## config.mk

```make
export PLATFORM = sky130hd
export DESIGN_NAME = param_updown_counter
export DESIGN_NICKNAME = d
export VERILOG_FILES = /design/src/rtl/counter_pkg.sv /design/src/rtl/bin2gray.sv /design/src/rtl/param_updown_counter.sv
export SDC_FILE = /design/constraint.sdc
export NUM_CORES = 1
export LEC_CHECK = 0
export ABC_CLOCK_PERIOD_IN_PS = 1800
export CORE_AREA = 5 5 42 44
export DETAILED_ROUTE_END_ITERATION = 7
export DIE_AREA = 0 0 47 49
export GPL_TIMING_DRIVEN = 0
export PLACE_DENSITY = 0.63
export SYNTH_ARGS = -nofsm -noshare
export SYNTH_HDL_FRONTEND = slang
export SYNTH_SLANG_ARGS = --single-unit
```

## constraint.sdc

```tcl
create_clock -name clk -period 1.8 [get_ports clk]
set_clock_uncertainty 0.1 [all_clocks]
set_input_delay 0.36 -clock clk [delete_from_list [all_inputs] [get_ports clk]]
set_output_delay 0.36 -clock clk [all_outputs]
set_load 0.005 [all_outputs]
```

## src/rtl/counter_pkg.sv

```systemverilog
// counter_pkg: direction/boundary-mode constants and load clamp shared by the counter
package counter_pkg;
    localparam logic CNT_UP    = 1'b1;
    localparam logic CNT_DOWN  = 1'b0;
    localparam logic MODE_WRAP = 1'b0;
    localparam logic MODE_SAT  = 1'b1;

    function automatic logic [31:0] clamp_load(input logic [31:0] din, input logic [31:0] max_val);
        return din > max_val ? max_val : din;
    endfunction
endpackage

```

## src/rtl/bin2gray.sv

```systemverilog
// bin2gray: combinational binary-to-Gray encoder
module bin2gray #(
    parameter int WIDTH = 3
) (
    input  logic [WIDTH-1:0] bin,
    output logic [WIDTH-1:0] gray
);
    assign gray = bin ^ (bin >> 1);
endmodule

```

## src/rtl/param_updown_counter.sv

```systemverilog
// param_updown_counter: loadable up/down counter, wrap or saturate at 0/MAX_VAL; gray port under PARAM_UPDOWN_COUNTER_GRAY_OUT_EN
module param_updown_counter
    import counter_pkg::*;
#(
    parameter int          WIDTH   = 3,
    parameter int unsigned MAX_VAL = 7
) (
    input  logic             clk,
    input  logic             rst,
    input  logic             en,
    input  logic             up,
    input  logic             sat,
    input  logic             load,
    input  logic [WIDTH-1:0] din,
    output logic [WIDTH-1:0] count,
    output logic             tc,
    output logic             wrap
`ifdef PARAM_UPDOWN_COUNTER_GRAY_OUT_EN
    ,
    output logic [WIDTH-1:0] gray
`endif
);
    localparam logic [WIDTH-1:0] MAX_T = WIDTH'(MAX_VAL);

    logic             at_end;
    logic [WIDTH-1:0] nxt;

    // >= keeps the up path inside 0..MAX_VAL even from an out-of-range start
    assign at_end = (up == CNT_UP) ? (count >= MAX_T) : (count == '0);
    assign tc     = (up == CNT_UP) ? (count == MAX_T) : (count == '0);

    always_comb
        nxt = at_end ? ((sat == MODE_SAT) ? count : ((up == CNT_UP) ? '0 : MAX_T))
                     : ((up == CNT_UP) ? count + 1'b1 : count - 1'b1);

    always_ff @(posedge clk) begin
        if (rst) begin
            count <= '0;
            wrap  <= 1'b0;
        end else if (load) begin
            count <= WIDTH'(clamp_load(32'(din), 32'(MAX_VAL)));
            wrap  <= 1'b0;
        end else if (en) begin
            count <= nxt;
            wrap  <= at_end && (sat == MODE_WRAP);
        end else begin
            wrap  <= 1'b0;
        end
    end

`ifdef PARAM_UPDOWN_COUNTER_GRAY_OUT_EN
    bin2gray #(.WIDTH(WIDTH)) u_gray (.bin(count), .gray(gray));
`endif
endmodule

```

==> summary.txt <==
post-DP HPWL - 678 um
#FFs+latches synth - 4
Combinational Power Share - 0.385
global-route wire length before repair - 1.77 mm
most frequent cells in the layout - clkdlybuf4s50_1 (11), a21oi_1 (4), nand3b_1 (4)
CTS tree - yes
Cells after DPL - 71
setup violators final - 0
Critical Path Max Stage Delay - 410 ps
Antenna Nets Post-Route - 0
Seq/Total Area, Yosys - 0.214
CTS max path bufs - 2
area share of the largest cell type after synthesis - 0.214
post-DR vias/cell - 5.06
Cell Area, Synth - 374 um^2
antenna violations before repair - 0
CP Class - reg2out
Worst EP required - 1340 ps
TritonCTS Buffers - 3
Warnings, synthesis - 0
Startpoint Class - flip-flop
worst slew pin tran - 274 ps
die width - 47 um
period utilization - 0.978
Mean Syn Cell Area - 8.91 um^2
share of layout cells above drive strength 1 - 0.344
Post-Route WL - 963 um
Int Pwr - 251 uW
post-synth cell types - 28
DRT Pass-1 Iters - 4
fillers - 142
final hold violation count - 0
Hold Crit Class - reg2reg
status - finished clean
CTS sink count - 4
Crit-path slowest cell - or3_4
GP Congestion - 0.675
diodes inserted - 0
Pleak - 0.220 nW
full die area - 0.00230 mm^2
Port Buf Inserts - 13
DIE HEIGHT - 49 um
drt wl/cell - 12.5 um
dominant cells by area after synthesis - dfxtp_1 (21%), nand3b_1 (8.0%), a2111oi_1 (5.4%)
GR Util met2 - 0.156
critical-path cell list - or3_4, o21ai_4, buf_2
largest fanout on the critical path - 8
Arr. time, crit path - 1300 ps
Synth Net Count - 52
RSZ-0062 raised after global routing - yes
Max Cap Viol - 0
initial core utilization - 0.267
vias in the first global route - 371
# DRC - 0
clock network power share - 0.312
worst skew pair latency - 240 ps
detailed-route via count - 390
FMAX - 0.568 GHz
Flop pwr share - 0.303
Net Switching - 111 uW
met1 Use GR - 0.136
PwrDens - 615 mW/mm^2
total grt overflow - 0
setup TNS - 0 ps
largest net degree at the start of global routing - 12
Root Buffer - clkbuf_4
Synth Instances - 42
H-tree depth - 1
CTS clk-pin slew, worst paths - 40 ps
Net Sw Frac - 0.307
min cycle time layout - 1760 ps
Std-Cell Rows - 14
Slew HR - 0.817
Max VDD drop - 0.000130 V
area leader, netlist - dfxtp_1
Finished Layout Cells - 77
gr busiest metal - met2
P&R area growth vs syn - 57.9%
I/O pin count - 14
met3 usage - 0.0221
multi-input logic area - 277 um^2
Slew Limit Fails - 0
Core Box Area - 0.00140 mm^2
total track usage - 0.109
FF/Latch Area - 87.6 um^2
crit end category - output port
Nets - 73
initial DRC count - 6
commonest non-fill, non-tap cell in the layout - clkdlybuf4s50_1
[power groups by stage]
stage               Sequential [mW]  Clock [mW]  Combinational (mW)
floorplan                     0.108           0              0.0737
global placement              0.110           0               0.124
detailed placement            0.111           0               0.125
CTS                           0.111       0.118               0.140
global route                  0.113       0.125               0.155
finish                        0.110       0.113               0.140
[worst paths after layout]
path                            slack [ps]  startpoint  cells past startpoint        to
worst max register to register         200    count[0]                      5  count[1]
worst max-delay path                    40    count[1]                      3        tc
worst min-delay path                   540    count[1]                      2  count[1]
worst min register to register         540    count[1]                      2  count[1]
[cell type report]
class / instances / area share
multi-input combinational: 33 / 0.468
timing repair buffer: 16 / 0.254
sequential: 4 / 0.148
clock buffer: 3 / 0.0381
buffer: 2 / 0.0381
tap: 16 / 0.0339
inverter: 3 / 0.0191
[layer usage]
| metal | part of all wire | up-vias |
|---|---|---|
| met5 | 0 | - |
| met4 | 0.023 | 0 |
| met3 | 0.034 | 3 |
| met2 | 0.55 | 7 |
| met1 | 0.39 | 180 |
| li1 | - | 200 |
[what timing repair did]
item	4_1_cts	5_1_grt
buffers inserted	3	0
pin swaps	7	3
gates resized for setup	11	2
endpoints found under the setup margin	4	3
hold buffers	0	0
[cell usage after synthesis, drive strengths merged]
cell type	instances
fa	1
or3b	1
and4b	1
inv	3
nand4	1
o22ai	1
o211ai	2
nor3	1
a31oi	1
nand2	1
nand4bb	1
or3	3
a21oi	4
nor4b	1
nand3b	4
dfxtp	4
xor2	1
a211o	1
a2111oi	2
buf	2
o21ai	4
nor2	2
[sequential cells by signal (all words and copies together) (netlist names)]
| name | count |
|---|---|
| count | 3 |
| wrap | 1 |
[worst max-delay path, delay by kind of cell (launching register included)]
kind	cells	cell delay, ps
simple gates	1	410
flops	1	370
buf+inv	1	130
compound gates	1	160
[logic make-up (layout without fill, tap and decap cells)]
group	after synthesis	in the layout	synth area share
and+or+nand+nor	16	16	0.324
AOI/OAI and AO/OA	15	15	0.304
buffers and inverters	5	24	0.0803
DFF	4	4	0.214
adders and majority gates	1	1	0.0535
xor gates and xnor gates	1	1	0.0234
[stage by stage]
stage / hold slack (ps) / utilization / total power, mW / cell area [um^2] / setup WS [ps]
floorplan: 374 / - / 0.181 / 377 / -3.96
global placement: 597 / 0.376 / 0.234 / 527 / -631
detailed placement: 596 / 0.376 / 0.236 / 527 / -611
CTS: 549 / 0.418 / 0.369 / 586 / 9.92
global route: 605 / 0.421 / 0.393 / 591 / -45.4
finish: 540 / 0.421 / 0.363 / 591 / 39.1
Note: power is estimated with default switching activity, not from simulation.
==> RTL edit 1: new RTL, same settings <==
Build with the macro `PARAM_UPDOWN_COUNTER_GRAY_OUT_EN` defined.
--- a/src/rtl/param_updown_counter.sv
+++ b/src/rtl/param_updown_counter.sv
@@ -1,4 +1,6 @@
 // param_updown_counter: loadable up/down counter, wrap or saturate at 0/MAX_VAL; gray port under PARAM_UPDOWN_COUNTER_GRAY_OUT_EN
+`define PARAM_UPDOWN_COUNTER_GRAY_OUT_EN
+
 module param_updown_counter
     import counter_pkg::*;
 #(
Behaviour (old outputs only; new: gray): unchanged (equiv_simple and equiv_induct, registers matched by name and starting in step).
==> RTL edit 1 against the original RTL <==
- area after synthesis increased by 12%
- routed wire length grew 16%
- setup slack better by 0.034 ns
- global-route usage rose by 0.16 points
- critical path depth did not move
- sequential cell count unchanged
- power grew 6.0%
- cell area increased by 15%
- maximum frequency increased by 2.0%
==> RTL edit 1: results (changes against the original RTL) <==
| Metric | Value |
|---|---|
| Setup WS pre-CTS | -0.268 ns (+0.343 ns) |
| I/O Buffers | 15 (+2) |
| Xor/xnor share of the synthesized area | 0.0210 (-0.00245) |
| Dpl cell area | 588 µm² (+12%) |
| # diodes | 0 (unchanged) |
| Final Routed Wirelength | 1.12 mm (+16%) |
| Fillers | 148 (+4.2%) |
| Unique cell type count in the Yosys netlist | 27 (-3.6%) |
| Worst-Skew Late Latency | 0.23 ns |
| First-pass GRT wire length | 1.83 mm (+3.5%) |
| Yosys warning count | 0 (unchanged) |
| Int Pwr | 0.268 mW (+6.4%) |
| Clock transition at path regs | 0.04 ns (about the same) |
| CTS Buffer Depth | 2 (unchanged) |
| Dpl cells | 77 (+8.5%) |
| CTS root buf | clkbuf_4 |
| Mapped Nets | 59 (+13%) |
| Comb pwr share | 0.446 (+0.061) |
| Antenna violations before repair | 0 (unchanged) |
| GRT Total Usage | 0.111 (+0.00156) |
| Arrival time at the worst endpoint | 1.27 ns (-0.03 ns) |
| Routed vias | 438 (+12%) |
| CP Max Fanout | 4 (-4) |
| Synthesized area per cell | 9.08 µm² (+2.0%) |
| Ys async rst share | 0 (unchanged) |
| Regs by FF count | count: 3 flops, wrap: 1 flops |
| Pre-antenna DRT Iters | 4 (unchanged) |
| EDFF count, synth | 0 (unchanged) |
| Comb power | 0.171 mW (+22%) |
| Final Hold Viols | 0 (unchanged) |
| Largest cells by area after synthesis | dfxtp_1 19%, ha_1 9.0%, a2111oi_4 6.6%, fa_1 4.8%, nand4bb_2 3.9% |
| Worst VDD drop | 0.546 mV (+320%) |
| Post-Synth Adder-Cell Area | 0.138 (+0.0842) |
| Starting DRC count in detailed routing | 2 (-4) |
| Synth Flop Type | dfxtp_1 |
| # H-tree levels | 1 (unchanged) |
| Seq/Total Area, Yosys | 0.192 (-0.0224) |
| LEAKAGE | 0.279 nW (+27%) |
| Status | completed |
| HP Class | in2reg |
| Post-DR wirelength/cell | 12.9 µm (+2.8%) |
| Post-synthesis mux area share | 0.0240 (+0.0240) |
| Total CTS buffers | 3 (unchanged) |
| Clock group | 0.109 mW (-4%) |
| Largest net degree at the start of global routing | 11 (-1) |
| Synth top cells by count | 4 x dfxtp_1, 4 x nand2_1, 4 x nor2_1 |
| NumNets Final | 86 (+18%) |
| Fraction of final layout cells with drive strength greater than 1 | 0.394 (+0.0501) |
| Slew @ Worst Pin | 0.268 ns (-0.00596 ns) |
| Synth Area in Compound Gates | 0.323 (+0.0190) |
| Vias in the first global route | 405 (+9.2%) |
| Final GP Congestion | 0.761 (+13%) |
| DP HPWL | 805 µm (+19%) |
## RTL edit 1: cell types whose count changed in the layout (fill, tap and decap cells not counted), moves of 3 or more
cell	before	now
nand2_1	1	4
nand3b_1	4	0
buf_6	3	0
buf_4	2	9
## RTL edit 1: what timing repair did
action                     CTS  global route
pin swaps                    2             1
hold endpoints to repair     0             0
setup buffers                6             1
resized for setup           15             1
setup endpoints to repair    5             1
hold buffers                 0             0
## RTL edit 1: area by class of cell
cell class / count / area (µm²) / share of cell area
Multi-Input combinational cell: 36 / 320 / 0.470
Clock buffer: 3 / 22.5 / 0.0330
Timing Repair Buffer: 22 / 195 / 0.286
Buffer: 2 / 15.0 / 0.0220
Tap cell: 16 / 20.0 / 0.0294
Inverter: 4 / 17.5 / 0.0257
Sequential cell: 4 / 91.3 / 0.134
## RTL edit 1: kinds of logic (layout without fill, tap and decap cells)
logic type | after synthesis | in the layout
AO/OA/AOI/OAI | 14 | 14
XOR/XNOR | 1 | 1
adder cells (fa/ha/maj) | 4 | 4
buffers and inverters | 6 | 31
flip-flops | 4 | 4
multiplexers | 1 | 1
AND/OR/NAND/NOR | 16 | 16
## RTL edit 1: final timing paths
check | depth (start not counted) | from | end | slack, ns
worst min-delay path | 3 | up | wrap | 0.41
worst max-delay path | 3 | count[2] | gray[2] | 0.07
worst max register to register | 6 | count[1] | count[1] | 0.14
worst min register to register | 3 | count[1] | count[1] | 0.54
## RTL edit 1: routing by layer
metal,vias to the layer above,share of wire,track usage
met5,-,0,0
met4,0,0,0
met3,0,0.071,0.0664
met2,12,0.51,0.170
met1,206,0.42,0.141
li1,220,-,-
## RTL edit 1: worst max-delay path, cell delays in order, from the launching register on
cell and delay [ns]:
dfxtp_4 0.36, buf_4 0.11, buf_4 0.09, clkdlybuf4s50_1 0.48
==> RTL edit 2: new RTL, same settings <==
Made on the original files. Add an input register stage for `en`, `up`, `sat`, `load` and `din`, without a reset; this delays them by one clock.
--- a/src/rtl/param_updown_counter.sv
+++ b/src/rtl/param_updown_counter.sv
@@ -22,27 +22,41 @@
 );
     localparam logic [WIDTH-1:0] MAX_T = WIDTH'(MAX_VAL);
 
+    logic en_q;
+    logic up_q;
+    logic sat_q;
+    logic load_q;
+    logic [WIDTH-1:0] din_q;
+
+    always_ff @(posedge clk) begin
+        en_q   <= en;
+        up_q   <= up;
+        sat_q  <= sat;
+        load_q <= load;
+        din_q  <= din;
+    end
+
     logic             at_end;
     logic [WIDTH-1:0] nxt;
 
     // >= keeps the up path inside 0..MAX_VAL even from an out-of-range start
-    assign at_end = (up == CNT_UP) ? (count >= MAX_T) : (count == '0);
-    assign tc     = (up == CNT_UP) ? (count == MAX_T) : (count == '0);
+    assign at_end = (up_q == CNT_UP) ? (count >= MAX_T) : (count == '0);
+    assign tc     = (up_q == CNT_UP) ? (count == MAX_T) : (count == '0);
 
     always_comb
-        nxt = at_end ? ((sat == MODE_SAT) ? count : ((up == CNT_UP) ? '0 : MAX_T))
-                     : ((up == CNT_UP) ? count + 1'b1 : count - 1'b1);
+        nxt = at_end ? ((sat_q == MODE_SAT) ? count : ((up_q == CNT_UP) ? '0 : MAX_T))
+                     : ((up_q == CNT_UP) ? count + 1'b1 : count - 1'b1);
 
     always_ff @(posedge clk) begin
         if (rst) begin
             count <= '0;
             wrap  <= 1'b0;
-        end else if (load) begin
-            count <= WIDTH'(clamp_load(32'(din), 32'(MAX_VAL)));
+        end else if (load_q) begin
+            count <= WIDTH'(clamp_load(32'(din_q), 32'(MAX_VAL)));
             wrap  <= 1'b0;
-        end else if (en) begin
+        end else if (en_q) begin
             count <= nxt;
-            wrap  <= at_end && (sat == MODE_WRAP);
+            wrap  <= at_end && (sat_q == MODE_WRAP);
         end else begin
             wrap  <= 1'b0;
         end
Function: changed (Yosys sat finds a counterexample within 4 cycles, from zero or initial values and one cycle with rst high).
==> RTL edit 2 against the original RTL <==
- the flow now finishes with violations (negative setup slack)
- global-route usage decreased by 1.4 points
- routed wire length increased by 2.9%
- critical path depth increased by 3
- cell area increased by 26%
- sequential cell count increased by 7
- power increased by 57%
- area after synthesis increased by 32%
- setup slack got worse by 0.099 ns
- critical endpoint is now count[2]
- largest power group is now sequential cells
==> RTL edit 2: results (changes against the original RTL) <==
| Metric | Value |
|---|---|
| Hold-critical path endpoint | count[1] |
| Status | finished with violations |
| Dpl cells | 77 (+8.5%) |
| Seq/Total Area, Yosys | 0.446 (+0.232) |
| Critical-path top delay cell | or4bb_1 |
| # H-tree levels | 1 (unchanged) |
| Antenna violations before repair | 0 (unchanged) |
| Hold path startpoint | din_q[1] |
| Largest net degree at the start of global routing | 11 (-1) |
| GRT Total Usage | 0.0948 (-0.0144) |
| I/O Buffers | 13 (unchanged) |
| Mapped Nets | 58 (+12%) |
| Largest cells by area after synthesis | dfxtp_1 45%, nand3b_1 4.6%, fa_1 4.1%, o41ai_2 3.3%, a21oi_1 3.0% |
| Slew @ Worst Pin | 0.265 ns (-0.00932 ns) |
| DP HPWL | 669 µm (-1.2%) |
| CTS root buf | clkbuf_4 |
| NumNets Final | 81 (+11%) |
| Failing checks | negative setup slack |
| Setup ws final | -0.0597 ns (-0.0987 ns) |
| Total CTS buffers | 3 (unchanged) |
| Pre-antenna DRT Iters | 2 (-2) |
| Regs by FF count | count: 3 flops, din_q: 3 flops |
| Final Routed Wirelength | 991 µm (+2.9%) |
| Final Hold Viols | 0 (unchanged) |
| Vias in the first global route | 429 (+16%) |
| Dpl cell area | 653 µm² (+24%) |
| LEAKAGE | 0.298 nW (+36%) |
| Unique cell type count in the Yosys netlist | 25 (-11%) |
| Ys async rst share | 0 (unchanged) |
| Starting DRC count in detailed routing | 1 (-5) |
| Routed vias | 435 (+12%) |
| HP Class | reg2reg |
| Reg-to-reg endpoint | count[2] |
| Synth Flop Type | dfxtp_1 |
| Arrival time at the worst endpoint | 1.92 ns (+0.62 ns) |
| Hold_ws | 0.346 ns (-0.194 ns) |
| Routed vias/inst | 5.06 (-0.13%) |
| CP delay by family, top | simple AND/OR/NAND/NOR gates |
| Yosys warning count | 0 (unchanged) |
| R2R depth | 6 (+1) |
| Worst VDD drop | 0.472 mV (+260%) |
| CP Max Fanout | 3 (-5) |
| Final GP Congestion | 0.724 (+7.2%) |
| Worst-Skew Late Latency | 0.26 ns (+0.02 ns) |
| First-pass GRT wire length | 1.64 mm (-7.0%) |
| CTS Buffer Depth | 2 (unchanged) |
| Critical path origin | count[0] |
| Fraction of final layout cells with drive strength greater than 1 | 0.371 (+0.0272) |
| Clock transition at path regs | 0.07 ns (+0.03 ns) |
| Endpoints failing setup | 3 (+3) |
| Synth top cells by count | 11 x dfxtp_1, 4 x inv_1, 3 x a21oi_1, 3 x nand3b_1, 3 x nor2_1 |
| Hold depth | 2 (unchanged) |
| Crit-path max cell delay | 0.47 ns (+0.06 ns) |
| # diodes | 0 (unchanged) |
| Cells after Synth | 48 (+14%) |
RTL edit 2: how the worst max path moves through the flow:
stage / slack [ns] / endpoint / depth (start not counted)
after CTS: -0.09 / count[2] / 7
after global routing: -0.15 / count[2] / 7
after floorplan: -0.10 / count[2] / 7
final: -0.06 / count[2] / 6
after global placement: -0.26 / tc / 3
after detailed placement: -0.24 / tc / 3
RTL edit 2: cell type report:
class / count / area [µm²]
fill: 135 / 658
inverter: 4 / 15.0
sequential: 11 / 228
clock buffer: 4 / 26.3
multi-input combinational: 31 / 267
tap: 16 / 20.0
timing repair buffer: 19 / 176
buffer: 1 / 11.3
RTL edit 2: metrics by stage:
step / TNS [ns] / setup WS (ns)
3_3_place_gp: -0.472 / -0.260
4_1_cts: -0.0943 / -0.0882
2_1_floorplan: -0.102 / -0.102
3_5_place_dp: -0.455 / -0.242
6_report: -0.141 / -0.0597
5_1_grt: -0.350 / -0.145
RTL edit 2: power breakdown:
part / switching (mW) / internal (mW) / leakage [nW] / total [mW]
Clock: 0.0724 / 0.0854 / 0.0150 / 0.158
Combinational: 0.0519 / 0.0813 / 0.190 / 0.133
Sequential: 0.0179 / 0.259 / 0.0933 / 0.277
RTL edit 2: cell families after synthesis:
family / share of synthesized area
AO/OA/AOI/OAI: 0.177
XOR/XNOR: 0.0177
flip-flops: 0.446
adder cells (fa/ha/maj): 0.0405
AND/OR/NAND/NOR: 0.256
buffers and inverters: 0.0633
RTL edit 2: per-layer routing:
metal | vias up | GRT usage | part of all wire
li1 | 221 | - | -
met1 | 202 | 0.107 | 0.44
met2 | 10 | 0.154 | 0.48
met3 | 2 | 0.0332 | 0.075
met4 | 0 | 0.0415 | 0.0081
met5 | - | 0 | 0
RTL edit 2: what timing repair did:
| action | in CTS | in global routing |
|---|---|---|
| hold endpoints to repair | 0 | 0 |
| setup buffers | 6 | 0 |
| resized for setup | 12 | 3 |
| pin swaps | 6 | 3 |
| setup endpoints to repair | 5 | 3 |
RTL edit 2: worst min-delay path, cell delays in order, from the launching register on:
cell and delay, ns:
dfxtp_1 0.29, nand2_1 0.05, o22ai_1 0.06
